## src/rtl/srpt_grant_pacer.sv

```systemverilog
// Grant pacer: holds one popped grant and releases it to egress once the
// byte-token bucket, the minimum inter-grant gap and egress space all allow.
module srpt_grant_pacer #(
    parameter int unsigned DATA_W     = 95,
    parameter int unsigned BUCKET_W   = 16,
    parameter int unsigned GRANT_COST = 64,
    parameter int unsigned MIN_GAP    = 4
) (
    input  logic                ap_clk,
    input  logic                ap_rst,
    input  logic                ap_ce,
    input  logic                pace_en_i,
    input  logic [7:0]          refill_i,
    input  logic [BUCKET_W-1:0] bucket_max_i,
    input  logic                grant_pkt_empty_i,
    output logic                grant_pkt_read_en_o,
    input  logic [DATA_W-1:0]   grant_pkt_data_i,
    input  logic                grant_out_full_i,
    output logic                grant_out_write_en_o,
    output logic [DATA_W-1:0]   grant_out_data_o,
    output logic [31:0]         grants_sent_o,
    output logic [31:0]         stall_cycles_o
);

    localparam int unsigned TOK_W = BUCKET_W + 1;
    localparam int unsigned GAP_W = $clog2(MIN_GAP);
    localparam logic [TOK_W-1:0] COST       = TOK_W'(GRANT_COST);
    localparam logic [GAP_W-1:0] GAP_RELOAD = GAP_W'(MIN_GAP - 1);

    typedef enum logic {
        IDLE = 1'b0,
        HOLD = 1'b1
    } state_t;

    state_t              state_q, state_d;
    logic [BUCKET_W-1:0] tokens_q, tokens_d;
    logic [GAP_W-1:0]    gap_q;
    logic [DATA_W-1:0]   data_q;
    logic [31:0]         sent_q;
    logic [31:0]         stall_q;

    logic                pace_ok;
    logic                send;
    logic [TOK_W-1:0]    tok_ext;
    logic [TOK_W-1:0]    after_cost;
    logic [TOK_W-1:0]    refilled;
    logic [TOK_W-1:0]    max_ext;

    assign tok_ext = {1'b0, tokens_q};
    assign max_ext = {1'b0, bucket_max_i};
    assign pace_ok = !pace_en_i || ((tok_ext >= COST) && (gap_q == '0));

    // Next state and pop/push strobes; reset suppresses both strobes.
    always_comb begin
        state_d             = state_q;
        grant_pkt_read_en_o = 1'b0;
        send                = 1'b0;
        case (state_q)
            IDLE: begin
                if (ap_ce && !ap_rst && !grant_pkt_empty_i) begin
                    grant_pkt_read_en_o = 1'b1;
                    state_d             = HOLD;
                end
            end
            HOLD: begin
                if (ap_ce && !ap_rst && !grant_out_full_i && pace_ok) begin
                    send    = 1'b1;
                    state_d = IDLE;
                end
            end
            default: state_d = IDLE;
        endcase
    end

    assign grant_out_write_en_o = send;

    // Bucket update; cost clamps at zero when pacing is off.
    always_comb begin
        after_cost = tok_ext;
        if (send) begin
            after_cost = (tok_ext >= COST) ? (tok_ext - COST) : '0;
        end
        refilled = after_cost + TOK_W'(refill_i);
        tokens_d = (refilled > max_ext) ? bucket_max_i : refilled[BUCKET_W-1:0];
    end

    always_ff @(posedge ap_clk) begin
        if (ap_rst) begin
            state_q  <= IDLE;
            tokens_q <= '0;
            gap_q    <= '0;
            data_q   <= '0;
            sent_q   <= '0;
            stall_q  <= '0;
        end else if (ap_ce) begin
            state_q  <= state_d;
            tokens_q <= tokens_d;
            if (send) begin
                gap_q <= GAP_RELOAD;
            end else if (gap_q != '0) begin
                gap_q <= gap_q - GAP_W'(1);
            end
            if (grant_pkt_read_en_o) begin
                data_q <= grant_pkt_data_i;
            end
            if (send) begin
                sent_q <= sent_q + 32'd1;
            end
            if ((state_q == HOLD) && !send && (stall_q != 32'hFFFF_FFFF)) begin
                stall_q <= stall_q + 32'd1;
            end
        end
    end

    assign grant_out_data_o = data_q;
    assign grants_sent_o    = sent_q;
    assign stall_cycles_o   = stall_q;

endmodule

```

## config.mk

```make
export PLATFORM = sky130hd
export DESIGN_NAME = srpt_grant_pacer
export DESIGN_NICKNAME = d
export VERILOG_FILES = /design/src/rtl/srpt_grant_pacer.sv
export SDC_FILE = /design/constraint.sdc
export NUM_CORES = 1
export LEC_CHECK = 0
export CORE_MARGIN = 2
export CORE_UTILIZATION = 49
export CTS_CLUSTER_DIAMETER = 50
export DETAILED_ROUTE_END_ITERATION = 10
export HOLD_SLACK_MARGIN = 0.15
export PLACE_DENSITY = 0.85
export SYNTH_ARGS = -nofsm -noshare
export SYNTH_HDL_FRONTEND = slang
export SYNTH_SLANG_ARGS = --single-unit
```

## constraint.sdc

```tcl
create_clock -name ap_clk -period 16.9 [get_ports ap_clk]
set_clock_uncertainty 0.05 [all_clocks]
set_input_delay 3.38 -clock ap_clk [delete_from_list [all_inputs] [get_ports ap_clk]]
set_output_delay 3.38 -clock ap_clk [all_outputs]
set_load 0.1 [all_outputs]
```

==> out/qor.txt, run 1 <==
Initial core utilization -> 50.1%
Die X -> 134 um
Post-DRT Antenna Nets -> 0
Top delay family on crit path -> buffers and inverters
Min Tclk post-route -> 10.85 ns
First-pass GRT wire length -> 38700 um
Max-slew headroom at the worst pin -> 27.0%
Synthesized instance count -> 1025
Fin crit share -> 64.2%
HP Class -> reg2reg
Worst Path Class, Setup -> in2out
Setup tns final -> 0 ns
Main synth FF type -> dfxtp_1
Vias in the first global route -> 7525
Area fraction of the dominant cell type after synthesis -> 42.9%
Synth unique cells -> 63
Met1 GRT Util -> 33.3%
Outcome -> completed
Area delta synth->final -> 42.3%
Post-synthesis sequential area ratio -> 42.9%
Most used cell, CP -> buf_4
Post-synth EDFFs -> 0
Yosys warns -> 0
Final Slew Violations -> 0
Share of cells above drive strength 1 -> 4.63%
CTS tree -> done
Ports -> 286
Worst Path Buf+Inv -> 6
Synth area leader -> dfxtp_1
Max-cap check violation count -> 0
CP max stage cell -> clkdlybuf4s50_1
Fin. Hold Viols -> 0
Num rows -> 47
Num CTS Buffers -> 17
Startpoint class of the critical path -> input port
Initial antenna violation count -> 1
Hold_buf cts -> 0
Fraction of registers with async set/reset -> 0%
Avg WL per Cell -> 16.1 um
RePlAce Congestion -> 0.956
Slew @ Worst Pin -> 1.09 ns
RSZ-0062 raised after global routing -> no
Global Route Usage Sum -> 26.6%
Pwr/cell area -> 87.5 mW/mm^2
Mapped cell area -> 0.00832 mm^2
Worst-Skew Late Latency -> 0.42 ns
GRT busiest layer -> met2
Final setup vio count -> 0
Via density -> 5.30
Leak pwr -> 4.33 nW
Post-Layout Cell Count -> 1517
Placement Cell Area -> 0.0113 mm^2
Clk sinks -> 178
IO Port Bufs -> 285
Clk root buf -> clkbuf_16
CTS clk-pin slew, worst paths -> 0.07 ns
Req. time, crit path -> 13.47 ns
Post_cts resized -> 0
Met3 Usage GRT -> 6.54%
Avg Cell Area, Syn -> 8.11 um^2
Die ar. -> 0.0180 mm^2
Chip Height -> 134 um
DRT Wirelength -> 24400 um
Post-route DRC -> 0
Met2 Resource Use GR -> 44.3%
Placed Instances -> 1484
Via count -> 8047
Setup bufs post-CTS -> 0
Remaining Overflow, GRT -> 0
Worst-path cell chain -> clkdlybuf4s50_1 -> buf_4 -> nand2b_1 -> or3_2 -> buf_4 -> inv_2 -> buf_4 -> clkdlybuf4s50_1
Synth area leaders -> dfxtp_1 43%, nand2_1 10%, a21oi_1 6.4%
Maximum root-to-sink buffer count -> 2
DRT iter0 DRCs -> 428
Pin count of the biggest net entering global routing -> 97
Crit-path max FO -> 96
Max Freq -> 92.1 MHz
Critical path arrival -> 7.42 ns
Net Count, Synth -> 1180
Fin util -> 71.4%
Max IR drop VDD -> 0.0664 mV
Yosys reg bits -> 178
Final Instance Area -> 0.0118 mm^2
DRT Pass-1 Iters -> 7
Max incr delay on CP -> 1.29 ns
Nets -> 1438
H-tree levels -> 4
CP endpoint kind -> output pin
DP Wirelength -> 18000 um
CORE AREA -> 0.0166 mm^2
[metal layers]
metal  vias up  wire length, um
met5         -                0
met2       284            11600
li1       3982                -
met4         0              672
met3        55             1810
met1      3726            10300
[path summary, 6_finish.rpt]
path / from / end / slack, ns / depth (start not counted)
min: grant_out_data_o[81]$_SDFFE_PP0P_ / grant_out_data_o[81]$_SDFFE_PP0P_ / 0.40 / 2
min reg2reg: grant_out_data_o[81]$_SDFFE_PP0P_ / grant_out_data_o[81]$_SDFFE_PP0P_ / 0.40 / 2
max: ap_ce / grant_pkt_read_en_o / 6.05 / 8
max reg2reg: tokens_q[6]$_SDFFE_PP0P_ / tokens_q[3]$_SDFFE_PP0P_ / 10.30 / 21
[cell families after synthesis]
group	Yosys count	synth area share (%)
multiplexers	17	2.05
buffers and inverters	85	4.30
flip-flops	178	42.9
XOR/XNOR	77	8.11
AO/OA/AOI/OAI	167	12.1
AND/OR/NAND/NOR	471	26.0
adder cells (fa/ha/maj)	30	4.60
[placed cells by master (no fill, tap or decap), drive strengths merged, types with 20 or more instances in the layout]
| cell type | synthesis | layout |
|---|---|---|
| ha | 29 | 29 |
| clkdlybuf4s50 | 0 | 284 |
| a211oi | 20 | 20 |
| dfxtp | 178 | 178 |
| xnor2 | 39 | 39 |
| nand4 | 22 | 22 |
| nor2 | 109 | 109 |
| nand3 | 23 | 23 |
| a21oi | 106 | 106 |
| inv | 31 | 38 |
| xor2 | 38 | 38 |
| nand2 | 232 | 232 |
[worst register-to-register path: stages, from the launching register on]
cell,delay [ns]
dfxtp_1,0.38
or4_4,0.61
a41o_4,0.30
or4_1,0.68
and2_1,0.24
ha_1,0.33
nor2b_1,0.14
o21ai_0,0.12
a21o_1,0.23
a31oi_1,0.42
nand3_1,0.16
xnor2_1,0.28
ha_1,0.30
a21oi_1,0.14
nor2_1,0.05
a2111oi_0,0.44
a21o_1,0.17
a211oi_1,0.07
nor3_2,0.67
buf_4,0.35
mux2i_1,0.24
a211oi_1,0.09
[power by group]
part | leakage (nW) | switching [mW] | internal [mW]
sequential | 1.44 | 0.0106 | 0.432
combinational | 2.62 | 0.132 | 0.0809
clock | 0.268 | 0.183 | 0.196
total | 4.33 | 0.326 | 0.709
[through the flow]
stage | total power [mW] | hold slack, ns | setup WS [ns]
6_report | 1.04 | 0.403 | 6.05
5_1_grt | 1.08 | 0.421 | 5.80
4_1_cts | 1.04 | 0.405 | 6.04
3_5_place_dp | 0.662 | 0.396 | 6.06
3_3_place_gp | 0.659 | 0.390 | 6.06
2_1_floorplan | 0.596 | 0.421 | 8.26
[synthesized netlist by cell type, drive strengths merged, types with 3 or more instances]
cell type  count
o21ai         16
and3          16
a31oi          3
nor4          12
and2          10
buf           12
nand2b         3
xnor2         39
nor2         109
ha            29
dfxtp        178
nand4         22
mux2i         17
nor3          12
nand2        232
a211oi        20
a21oi        106
xor2          38
and4          10
nor2b          5
clkbuf        40
inv           31
nand3         23
or3            4
a21o           3
or2            3
[area by class of cell]
cell class                 count  area (um^2)
antenna                        1         2.50
clock buffer                  18          429
clock inverter                14          148
fill                        1295         4750
inverter                      33          124
multi-input combinational    762         4400
sequential                   178         3560
tap                          220          275
timing repair buffer         291         2900
[registers in the layout, summed over array words and instances, names as in the netlist]
| signal | flops |
|---|---|
| tokens_q | 16 |
| stall_cycles_o | 32 |
| grant_out_data_o | 95 |
| state_q | 1 |
| grants_sent_o | 32 |
| gap_q | 2 |
(Power assumes the default switching activity.)
==> run 2: changes to the inputs <==
--- a/config.mk
+++ b/config.mk
@@ -6,11 +6,11 @@
 export NUM_CORES = 1
 export LEC_CHECK = 0
 export CORE_MARGIN = 2
-export CORE_UTILIZATION = 49
+export CORE_UTILIZATION = 41
 export CTS_CLUSTER_DIAMETER = 50
 export DETAILED_ROUTE_END_ITERATION = 10
 export HOLD_SLACK_MARGIN = 0.15
-export PLACE_DENSITY = 0.85
+export PLACE_DENSITY = 0.75
 export SYNTH_ARGS = -nofsm -noshare
 export SYNTH_HDL_FRONTEND = slang
 export SYNTH_SLANG_ARGS = --single-unit
==> constraint.sdc (replaced) <==
create_clock -name ap_clk -period 8.93 [get_ports ap_clk]
set_clock_uncertainty 0.05 [all_clocks]
set_input_delay 1.786 -clock ap_clk [delete_from_list [all_inputs] [get_ports ap_clk]]
set_output_delay 1.786 -clock ap_clk [all_outputs]
set_load 0.1 [all_outputs]
==> run 2 against run 1 <==
Effect of this change: setup slack lost 4.2 ns; cell count rose by 3.3%; wire length grew 2.5%; first-iteration DRC count is 6.1% higher; register-to-register slack worse by 7.4 ns; power up 95%; critical path depth increased by 14; clock power increased by 100%; highest routed layer unchanged.
==> out/qor.txt, run 2 (synthesis gave the netlist of run 1 again) <==
Slew @ Worst Pin -> 1.09 ns (-0.00509 ns)
Crit-path max FO -> 9 (-91%)
Max-slew headroom at the worst pin -> 27.3% (+0.34 points)
Chip Height -> 146 um (+9.0%)
Inserted Diodes -> 0 (-1)
Area delta synth->final -> 43.6%
Initial core utilization -> 41.5% (-8.6 points)
Ports -> 286 (unchanged)
First-pass GRT wire length -> 39200 um (+1.5%)
Clk sinks -> 178 (unchanged)
Fin crit share -> 79.3%
CTS clk-pin slew, worst paths -> 0.08 ns (about the same)
GRT busiest layer -> met2
Most common cell after layout, fill and taps aside -> clkdlybuf4s50_1
Post-route DRC -> 0 (unchanged)
Num CTS Buffers -> 17 (unchanged)
Req. time, crit path -> 9.15 ns (-4.32 ns)
Startpoint class of the critical path -> input port
Commonest cells after routing, fill and taps aside -> 284 x clkdlybuf4s50_1, 232 x nand2_1, 178 x dfxtp_1, 109 x nor2_1, 106 x a21oi_1
Initial antenna violation count -> 1 (unchanged)
HP Class -> reg2reg
DRT Wirelength -> 25000 um (+2.5%)
Via density -> 5.04 (-5.0%)
Pin count of the biggest net entering global routing -> 97 (unchanged)
Worst Path Class, Setup -> in2reg
Worst-Skew Late Latency -> 0.44 ns (+0.02 ns)
CP endpoint kind -> register
Remaining Overflow, GRT -> 0 (unchanged)
DRT Pass-1 Iters -> 5 (-2)
Maximum root-to-sink buffer count -> 2 (unchanged)
RePlAce Congestion -> 0.886 (-7.3%)
Design Power -> 2.01 mW (+95%)
CTS tree -> done
Num rows -> 52 (+11%)
Met2 Resource Use GR -> 38.6% (-5.8 points)
DP Wirelength -> 18400 um (+2.3%)
Hold_buf cts -> 0 (unchanged)
Die ar. -> 0.0214 mm^2 (+19%)
Setup bufs post-CTS -> 0 (unchanged)
Vias in the first global route -> 7347 (-2.4%)
Pwr/cell area -> 169 mW/mm^2 (+93%)
Max Freq -> 141 MHz
Post_cts resized -> 0 (unchanged)
Max reg flops -> 95 (unchanged)
Max-cap check violation count -> 0 (unchanged)
Leak pwr -> 4.36 nW (+0.75%)
Critical path arrival -> 7.30 ns (-0.12 ns)
Final Slew Violations -> 0 (unchanged)
H-tree levels -> 4 (unchanged)
RSZ-0062 raised after global routing -> no
Avg WL per Cell -> 15.9 um (-0.75%)
Fin. Hold Viols -> 0 (unchanged)
IO Port Bufs -> 285 (unchanged)
Global Route Usage Sum -> 22.8% (-3.8 points)
Met1 GRT Util -> 27.8% (-5.4 points)
Share of cells above drive strength 1 -> 4.70% (+0.074 points)
Die X -> 146 um (+9.0%)
Via count -> 7893 (-1.9%)
Clk root buf -> clkbuf_16
Outcome -> completed
Met3 Usage GRT -> 6.13% (-0.41 points)
CORE AREA -> 0.0200 mm^2 (+21%)
Setup tns final -> 0 ns (unchanged)
Post-DRT Antenna Nets -> 0 (unchanged)
DRT iter0 DRCs -> 454 (+6.1%)
Min Tclk post-route -> 7.08 ns
Nets -> 1439 (+0.070%)
Max IR drop VDD -> 0.122 mV (+84%)
Final setup vio count -> 0 (unchanged)
## run 2: cell type report
type | count | area (um^2)
sequential | 178 | 3560
clock buffer | 18 | 429
fill | 1842 | 8100
timing repair buffer | 292 | 2900
inverter | 33 | 124
multi-input combinational | 762 | 4400
clock inverter | 14 | 185
tap | 270 | 338
## run 2: final timing paths
| path | endpoint | depth (start not counted) | slack (ns) | start |
|---|---|---|---|---|
| hold reg to reg | grant_out_data_o[72]$_SDFFE_PP0P_ | 2 | 0.40 | grant_out_data_o[72]$_SDFFE_PP0P_ |
| setup / recovery | tokens_q[7]$_SDFFE_PP0P_ | 22 | 1.85 | ap_ce |
| hold / removal | grant_out_data_o[72]$_SDFFE_PP0P_ | 2 | 0.40 | grant_out_data_o[72]$_SDFFE_PP0P_ |
| setup reg to reg | tokens_q[7]$_SDFFE_PP0P_ | 21 | 2.91 | tokens_q[6]$_SDFFE_PP0P_ |
## run 2: power by group
part           leakage [nW]  switching (mW)  internal [mW]
logic                  2.62           0.251          0.154
registers              1.44          0.0201          0.817
clock network         0.296           0.367          0.406
total                  4.36           0.638           1.38
## run 2: critical path, stage by stage
cell and delay [ns]:
clkdlybuf4s50_1 0.54, and4bb_1 0.38, nand2_1 0.15, or4_1 0.57, and2_1 0.23, ha_1 0.33, nor2b_1 0.14, o21ai_0 0.12
a21o_1 0.22, a31oi_1 0.42, nand4bb_4 0.18, o21ai_0 0.36, ha_1 0.32, nand2_1 0.07, nor2_1 0.04, a2111oi_0 0.43
a21o_1 0.17, a211oi_1 0.07, nor3_2 0.21, buf_4 0.25, mux2i_1 0.21, a211oi_1 0.09
## run 2: per-layer routing
layer | share of wire, % | up-vias
met4 | 2.9 | 0
met3 | 7.1 | 51
met1 | 42 | 3609
met2 | 48 | 254
met5 | 0 | -
li1 | - | 3979
## run 2: per-stage QoR
step | worst slack [ns] | utilization, % | instance area (um^2) | instances | hold WS, ns
finish | 1.85 | 59.6 | 11900 | 1567 | 0.405
global route | 1.43 | 59.6 | 11900 | 1567 | 0.423
CTS | 1.89 | 59.6 | 11900 | 1567 | 0.406
detailed placement | 1.45 | 56.5 | 11300 | 1535 | 0.396
global placement | 1.54 | 56.5 | 11300 | 1535 | 0.391
floorplan | 2.17 | - | 8320 | 1025 | 0.421
